$ cat src/rtl/cpu16_pkg.sv
// Shared cpu16 definitions: opcodes, controller state codes, ALU and mux select codes,
// instruction classes and the control-strobe bundle driven by multicycle_ctrl.
package cpu16_pkg;

  localparam int unsigned OPCODE_W = 4;
  localparam int unsigned STATE_W  = 4;
  localparam int unsigned SEL_W    = 2;
  localparam int unsigned ICLASS_W = 3;

  // Opcodes held in IR[15:12]
  localparam logic [OPCODE_W-1:0] OP_R0  = 4'b0000;
  localparam logic [OPCODE_W-1:0] OP_R1  = 4'b0001;
  localparam logic [OPCODE_W-1:0] OP_R2  = 4'b0010;
  localparam logic [OPCODE_W-1:0] OP_LW  = 4'b0100;
  localparam logic [OPCODE_W-1:0] OP_SW  = 4'b0101;
  localparam logic [OPCODE_W-1:0] OP_BEQ = 4'b0110;
  localparam logic [OPCODE_W-1:0] OP_I0  = 4'b1001;
  localparam logic [OPCODE_W-1:0] OP_I1  = 4'b1010;
  localparam logic [OPCODE_W-1:0] OP_I2  = 4'b1011;
  localparam logic [OPCODE_W-1:0] OP_J   = 4'b1100;

  // ALU control classes
  localparam logic [SEL_W-1:0] ALU_ADD   = 2'b00;
  localparam logic [SEL_W-1:0] ALU_SUB   = 2'b01;
  localparam logic [SEL_W-1:0] ALU_RTYPE = 2'b10;
  localparam logic [SEL_W-1:0] ALU_ITYPE = 2'b11;

  // ALU B-operand mux
  localparam logic [SEL_W-1:0] SRCB_REG    = 2'b00;
  localparam logic [SEL_W-1:0] SRCB_TWO    = 2'b01;
  localparam logic [SEL_W-1:0] SRCB_IMM    = 2'b10;
  localparam logic [SEL_W-1:0] SRCB_IMM_SH = 2'b11;

  // PC source mux
  localparam logic [SEL_W-1:0] PC_ALU    = 2'b00;
  localparam logic [SEL_W-1:0] PC_ALUOUT = 2'b01;
  localparam logic [SEL_W-1:0] PC_JUMP   = 2'b10;

  typedef enum logic [STATE_W-1:0] {
    ST_FETCH  = 4'd0,
    ST_DECODE = 4'd1,
    ST_EXEC   = 4'd2,
    ST_ALU_WB = 4'd3,
    ST_ADDR   = 4'd4,
    ST_MEM_RD = 4'd5,
    ST_MEM_WB = 4'd6,
    ST_MEM_WR = 4'd7,
    ST_BRANCH = 4'd8,
    ST_JUMP   = 4'd9
  } state_e;

  typedef enum logic [ICLASS_W-1:0] {
    CLS_R   = 3'd0,
    CLS_I   = 3'd1,
    CLS_LW  = 3'd2,
    CLS_SW  = 3'd3,
    CLS_BEQ = 3'd4,
    CLS_J   = 3'd5,
    CLS_ILL = 3'd6
  } iclass_e;

  typedef struct packed {
    logic             pc_we;
    logic             ir_we;
    logic             mem_re;
    logic             mem_we;
    logic             reg_we;
    logic             alu_src_a;
    logic             reg_dst;
    logic             mem_to_reg;
    logic             illegal_op;
    logic [SEL_W-1:0] alu_src_b;
    logic [SEL_W-1:0] alu_op;
    logic [SEL_W-1:0] pc_src;
  } ctrl_t;

  // Map an opcode to its instruction class; anything unlisted is illegal
  function automatic iclass_e classify(input logic [OPCODE_W-1:0] op);
    iclass_e cls;
    cls = CLS_ILL;
    case (op)
      OP_R0, OP_R1, OP_R2: cls = CLS_R;
      OP_I0, OP_I1, OP_I2: cls = CLS_I;
      OP_LW:               cls = CLS_LW;
      OP_SW:               cls = CLS_SW;
      OP_BEQ:              cls = CLS_BEQ;
      OP_J:                cls = CLS_J;
      default:             cls = CLS_ILL;
    endcase
    return cls;
  endfunction

endpackage

$ cat src/rtl/mc_ctrl_decode.sv
// Combinational opcode classifier for the multicycle controller.
module mc_ctrl_decode
  import cpu16_pkg::*;
(
  input  logic [3:0] opcode,
  output logic [2:0] iclass_c
);

  assign iclass_c = ICLASS_W'(classify(opcode));

endmodule

$ cat src/rtl/multicycle_ctrl.sv
// Moore control FSM for the 16-bit multicycle datapath. Define MC_CTRL_MEM_WAIT_EN to add
// the mem_ready handshake that stretches FETCH, MEM_RD and MEM_WR.
module multicycle_ctrl
  import cpu16_pkg::*;
(
  input  logic       clk,
  input  logic       reset,
  input  logic [3:0] opcode,
  input  logic       zero,
`ifdef MC_CTRL_MEM_WAIT_EN
  input  logic       mem_ready,
`endif
  output logic       pc_we,
  output logic       ir_we,
  output logic       mem_re,
  output logic       mem_we,
  output logic       reg_we,
  output logic       alu_src_a,
  output logic       reg_dst,
  output logic       mem_to_reg,
  output logic       illegal_op,
  output logic [1:0] alu_src_b,
  output logic [1:0] alu_op,
  output logic [1:0] pc_src,
  output logic [3:0] state
);

  state_e     state_q;
  state_e     state_d;
  logic       is_r_q;
  logic [2:0] iclass_raw;
  iclass_e    iclass;
  logic       mem_rdy;
  ctrl_t      ctrl;

`ifdef MC_CTRL_MEM_WAIT_EN
  assign mem_rdy = mem_ready;
`else
  assign mem_rdy = 1'b1;
`endif

  mc_ctrl_decode u_decode (
    .opcode   (opcode),
    .iclass_c (iclass_raw)
  );

  assign iclass = iclass_e'(iclass_raw);

  // State register; is_r is captured while the opcode is decoded
  always_ff @(posedge clk or posedge reset) begin
    if (reset) begin
      state_q <= ST_FETCH;
      is_r_q  <= 1'b0;
    end else begin
      state_q <= state_d;
      if (state_q == ST_DECODE) begin
        is_r_q <= (iclass == CLS_R);
      end
    end
  end

  // Next state and Moore strobes; zero and mem_ready qualify strobes within a state
  always_comb begin
    state_d = state_q;
    ctrl    = '0;
    case (state_q)
      ST_FETCH: begin
        ctrl.mem_re    = 1'b1;
        ctrl.ir_we     = mem_rdy;
        ctrl.pc_we     = mem_rdy;
        ctrl.alu_src_a = 1'b0;
        ctrl.alu_src_b = SRCB_TWO;
        ctrl.alu_op    = ALU_ADD;
        ctrl.pc_src    = PC_ALU;
        if (mem_rdy) begin
          state_d = ST_DECODE;
        end
      end
      ST_DECODE: begin
        ctrl.alu_src_a = 1'b0;
        ctrl.alu_src_b = SRCB_IMM_SH;
        ctrl.alu_op    = ALU_ADD;
        case (iclass)
          CLS_R, CLS_I:   state_d = ST_EXEC;
          CLS_LW, CLS_SW: state_d = ST_ADDR;
          CLS_BEQ:        state_d = ST_BRANCH;
          CLS_J:          state_d = ST_JUMP;
          default: begin
            ctrl.illegal_op = 1'b1;
            state_d         = ST_FETCH;
          end
        endcase
      end
      ST_EXEC: begin
        ctrl.alu_src_a = 1'b1;
        ctrl.alu_src_b = is_r_q ? SRCB_REG : SRCB_IMM;
        ctrl.alu_op    = is_r_q ? ALU_RTYPE : ALU_ITYPE;
        state_d        = ST_ALU_WB;
      end
      ST_ALU_WB: begin
        ctrl.reg_we     = 1'b1;
        ctrl.reg_dst    = is_r_q;
        ctrl.mem_to_reg = 1'b0;
        state_d         = ST_FETCH;
      end
      ST_ADDR: begin
        ctrl.alu_src_a = 1'b1;
        ctrl.alu_src_b = SRCB_IMM;
        ctrl.alu_op    = ALU_ADD;
        state_d        = (iclass == CLS_LW) ? ST_MEM_RD : ST_MEM_WR;
      end
      ST_MEM_RD: begin
        ctrl.mem_re = 1'b1;
        if (mem_rdy) begin
          state_d = ST_MEM_WB;
        end
      end
      ST_MEM_WB: begin
        ctrl.reg_we     = 1'b1;
        ctrl.mem_to_reg = 1'b1;
        ctrl.reg_dst    = 1'b0;
        state_d         = ST_FETCH;
      end
      ST_MEM_WR: begin
        ctrl.mem_we = 1'b1;
        if (mem_rdy) begin
          state_d = ST_FETCH;
        end
      end
      ST_BRANCH: begin
        ctrl.alu_src_a = 1'b1;
        ctrl.alu_src_b = SRCB_REG;
        ctrl.alu_op    = ALU_SUB;
        ctrl.pc_src    = PC_ALUOUT;
        ctrl.pc_we     = zero;
        state_d        = ST_FETCH;
      end
      ST_JUMP: begin
        ctrl.pc_src = PC_JUMP;
        ctrl.pc_we  = 1'b1;
        state_d     = ST_FETCH;
      end
      default: begin
        state_d = ST_FETCH;
      end
    endcase
    // Reset parks the FSM in FETCH; its strobes must not reach the datapath meanwhile
    if (reset) begin
      ctrl = '0;
    end
  end

  assign pc_we      = ctrl.pc_we;
  assign ir_we      = ctrl.ir_we;
  assign mem_re     = ctrl.mem_re;
  assign mem_we     = ctrl.mem_we;
  assign reg_we     = ctrl.reg_we;
  assign alu_src_a  = ctrl.alu_src_a;
  assign reg_dst    = ctrl.reg_dst;
  assign mem_to_reg = ctrl.mem_to_reg;
  assign illegal_op = ctrl.illegal_op;
  assign alu_src_b  = ctrl.alu_src_b;
  assign alu_op     = ctrl.alu_op;
  assign pc_src     = ctrl.pc_src;
  assign state      = STATE_W'(state_q);

endmodule

$ cat config.mk
export PLATFORM = sky130hd
export DESIGN_NAME = multicycle_ctrl
export DESIGN_NICKNAME = d
export VERILOG_FILES = /design/src/rtl/cpu16_pkg.sv /design/src/rtl/mc_ctrl_decode.sv /design/src/rtl/multicycle_ctrl.sv
export SDC_FILE = /design/constraint.sdc
export NUM_CORES = 1
export LEC_CHECK = 0
export BUFFER_PORTS_ARGS = -buffer_cell sky130_fd_sc_hd__buf_2
export CORE_AREA = 2 2 39 41
export DETAILED_ROUTE_END_ITERATION = 6
export DIE_AREA = 0 0 41 43
export PLACE_DENSITY = 0.73
export SLEW_MARGIN = 15
export SYNTH_ARGS = -nofsm -noshare
export SYNTH_HDL_FRONTEND = slang
export SYNTH_SLANG_ARGS = --single-unit
$ cat constraint.sdc
create_clock -name clk -period 4.2 [get_ports clk]
set_clock_uncertainty 0.15 [all_clocks]
set_input_delay 0.84 -clock clk [delete_from_list [all_inputs] [get_ports clk]]
set_output_delay 0.84 -clock clk [all_outputs]
set_load 0.02 [all_outputs]
==> metrics <==
status=finished clean; post-CTS sizing=0; DRT Wirelength=1330 um; CP max-delay cell=dfrtp_1; core outline area=1380 um2; first-pass GRT wire length=1950 um; Syn Nets=83; critical path's largest stage delay=720 ps; antenna viol nets, final=0; Max Slew Vio Count=0; Worst Slack Setup Final=1480 ps; chip width=41 um; global router's overall resource usage=0.160; Levels on crit path=4; Gate Count Post-Synth=76; gp weighted congestion=0.733; Post-synth ARST share=1.00; cell area after synthesis=556 um2; worst min path class=in -> async; Critical Path End Type=primary output; CTS max path bufs=2; Max Cap Viol=0; critical path peak fanout=20; f_max=368 MHz; die area=1760 um2; RSZ-0062 raised after global routing=no; synth unique cells=34; CTS buffer count=3; Die Y=43 um; number of global-route vias before repair=464; Clock Latency Late Sink=250 ps; IO Port Bufs=25; reg2reg start=state[2]$_DFF_PP0_; Leak=0.347 nW; cells along the critical path=nor3b_1 > a21oi_1 > nor4_1 > buf_2; Initial Util=0.401; Cell Rows=14; P&R area growth vs syn=21.8%; Clock Pin Slew Worst Setup and Hold Paths=50 ps; kind of cell adding the most delay to the critical path=flip-flops; dpl ws=1530 ps; synthesized area per cell=7.31 um2; post-CTS setup buffers=0; Fillers=149; RR Endpoint=state[1]$_DFF_PP0_; CTS Hold Buffers Added=0; Setup Viol. Count Final=0; dpl hpwl=898 um; fin nets=104; routed len/inst=11.9 um; Residual DRC=0; Antenna diodes=0; synth top area cells=dfrtp_1, nor2_1, buf_2, nor3_1, nor4b_4; pin count of the biggest net entering global routing=21; PD cells=677 nW/um2; count leader, synth=nor2_1; Synth top area share=0.225; vias=622; Worst Reg-to-Reg Cells=3; post-synthesis register bit count=5; post-route minimum period=2720 ps; 1st-iter DRT viols=22; share of layout cells above drive strength 1=0.313; Worst EP required=3210 ps; Vias/cell=5.55; R2R Setup Slk=2540 ps; Peak VDD IR=0.000261 V; CTS sink cnt=5; CTS tree=built; largest area contributor in the netlist=dfrtp_1; Post-synth EDFFs=0; Worst-Margin Slew=607 ps; TritonRoute pass-1 iters=4; Seq/Total Area, Yosys=0.225; gr ovfl total=0; top post-synthesis cells by count=nor2_1, buf_2, dfrtp_1, nand2_1, nor3_1; endpoints failing hold=0; share of the clock period used by the worst path=0.647; Buf+Inv Stages, Crit Path=1; IO Count=26; Synthesis Warnings=0; H-tree depth=1; Finished Cell Area=677 um2; DP Area=651 um2; Crit Path Category=reg -> out; most common flop cell mapped by yosys=dfrtp_1; TNS Setup=0 ps; Setup crit start kind=flip-flop; CTS Root Cell=clkbuf_4; initial antenna violation count=0; Slew HR=0.595; worst path arrival time=1730 ps
[worst reg2reg max path, delay by kind of cell, from the launching register on]
kind	cells	cell delay, ps
AOI/OAI and AO/OA	1	80
and+or+nand+nor	2	700
DFF	1	590
[report_power, final]
part | switching [mW] | total, mW | internal, mW
Combinational | 0.143 | 0.258 | 0.115
Clock | 0.0228 | 0.0589 | 0.0361
Sequential | 0.0753 | 0.141 | 0.0657
[sequential cells by signal (all words and copies together), names as in the netlist]
signal / flops
is_r_q: 1
state: 4
[how the worst max path moves through the flow]
stage | from | slack [ps] | to
detailed placement | reset | 1530 | ir_we
global route | state[1]$_DFF_PP0_ | 1340 | alu_op[0]
finish | state[1]$_DFF_PP0_ | 1480 | alu_op[0]
floorplan | reset | 1540 | ir_we
CTS | state[1]$_DFF_PP0_ | 1480 | alu_op[0]
global placement | reset | 1550 | ir_we
[cells in the final DEF (no fill, tap or decap), types with 2 or more instances in the layout]
| master | n |
|---|---|
| nand2b_1 | 2 |
| and3_1 | 3 |
| nor4_1 | 2 |
| nand2_1 | 5 |
| xor2_1 | 2 |
| nor2_1 | 12 |
| dfrtp_1 | 5 |
| clkbuf_4 | 3 |
| nand3_1 | 2 |
| nor3_1 | 5 |
| inv_1 | 2 |
| a21oi_1 | 3 |
| nor3b_1 | 2 |
| buf_2 | 25 |
| o21ai_0 | 4 |
[kinds of logic after synthesis]
logic type      synth area share
flops                      0.225
xor+xnor                  0.0473
simple gates               0.396
compound gates             0.189
mux                       0.0383
buf+inv                    0.104
[per-layer routing]
metal / track usage / vias up / routed length, um / share of wire
met1: 0.220 / 282 / 604 / 0.45
met3: 0.0314 / 3 / 78 / 0.058
met4: 0.0800 / 0 / 21 / 0.016
met2: 0.228 / 29 / 629 / 0.47
met5: 0 / - / 0 / 0
li1: - / 308 / - / -
[stage by stage]
step                hold WS (ps)  instances  utilization  total power, mW
floorplan                    379         76            -            0.346
global placement             425        108        0.470            0.396
detailed placement           419        108        0.470            0.399
CTS                          403        112        0.489            0.457
global route                 427        112        0.489            0.487
finish                       393        112        0.489            0.458
[final cells by class]
cell class / count / area, um2 / area share
Inverter: 2 / 7.51 / 0.0111
Tap cell: 16 / 20.0 / 0.0296
Timing Repair Buffer: 25 / 125 / 0.185
Multi-Input combinational cell: 60 / 373 / 0.551
Sequential cell: 5 / 125 / 0.185
Clock buffer: 4 / 26.3 / 0.0388
No activity file was read; power rests on OpenSTA's default activity.
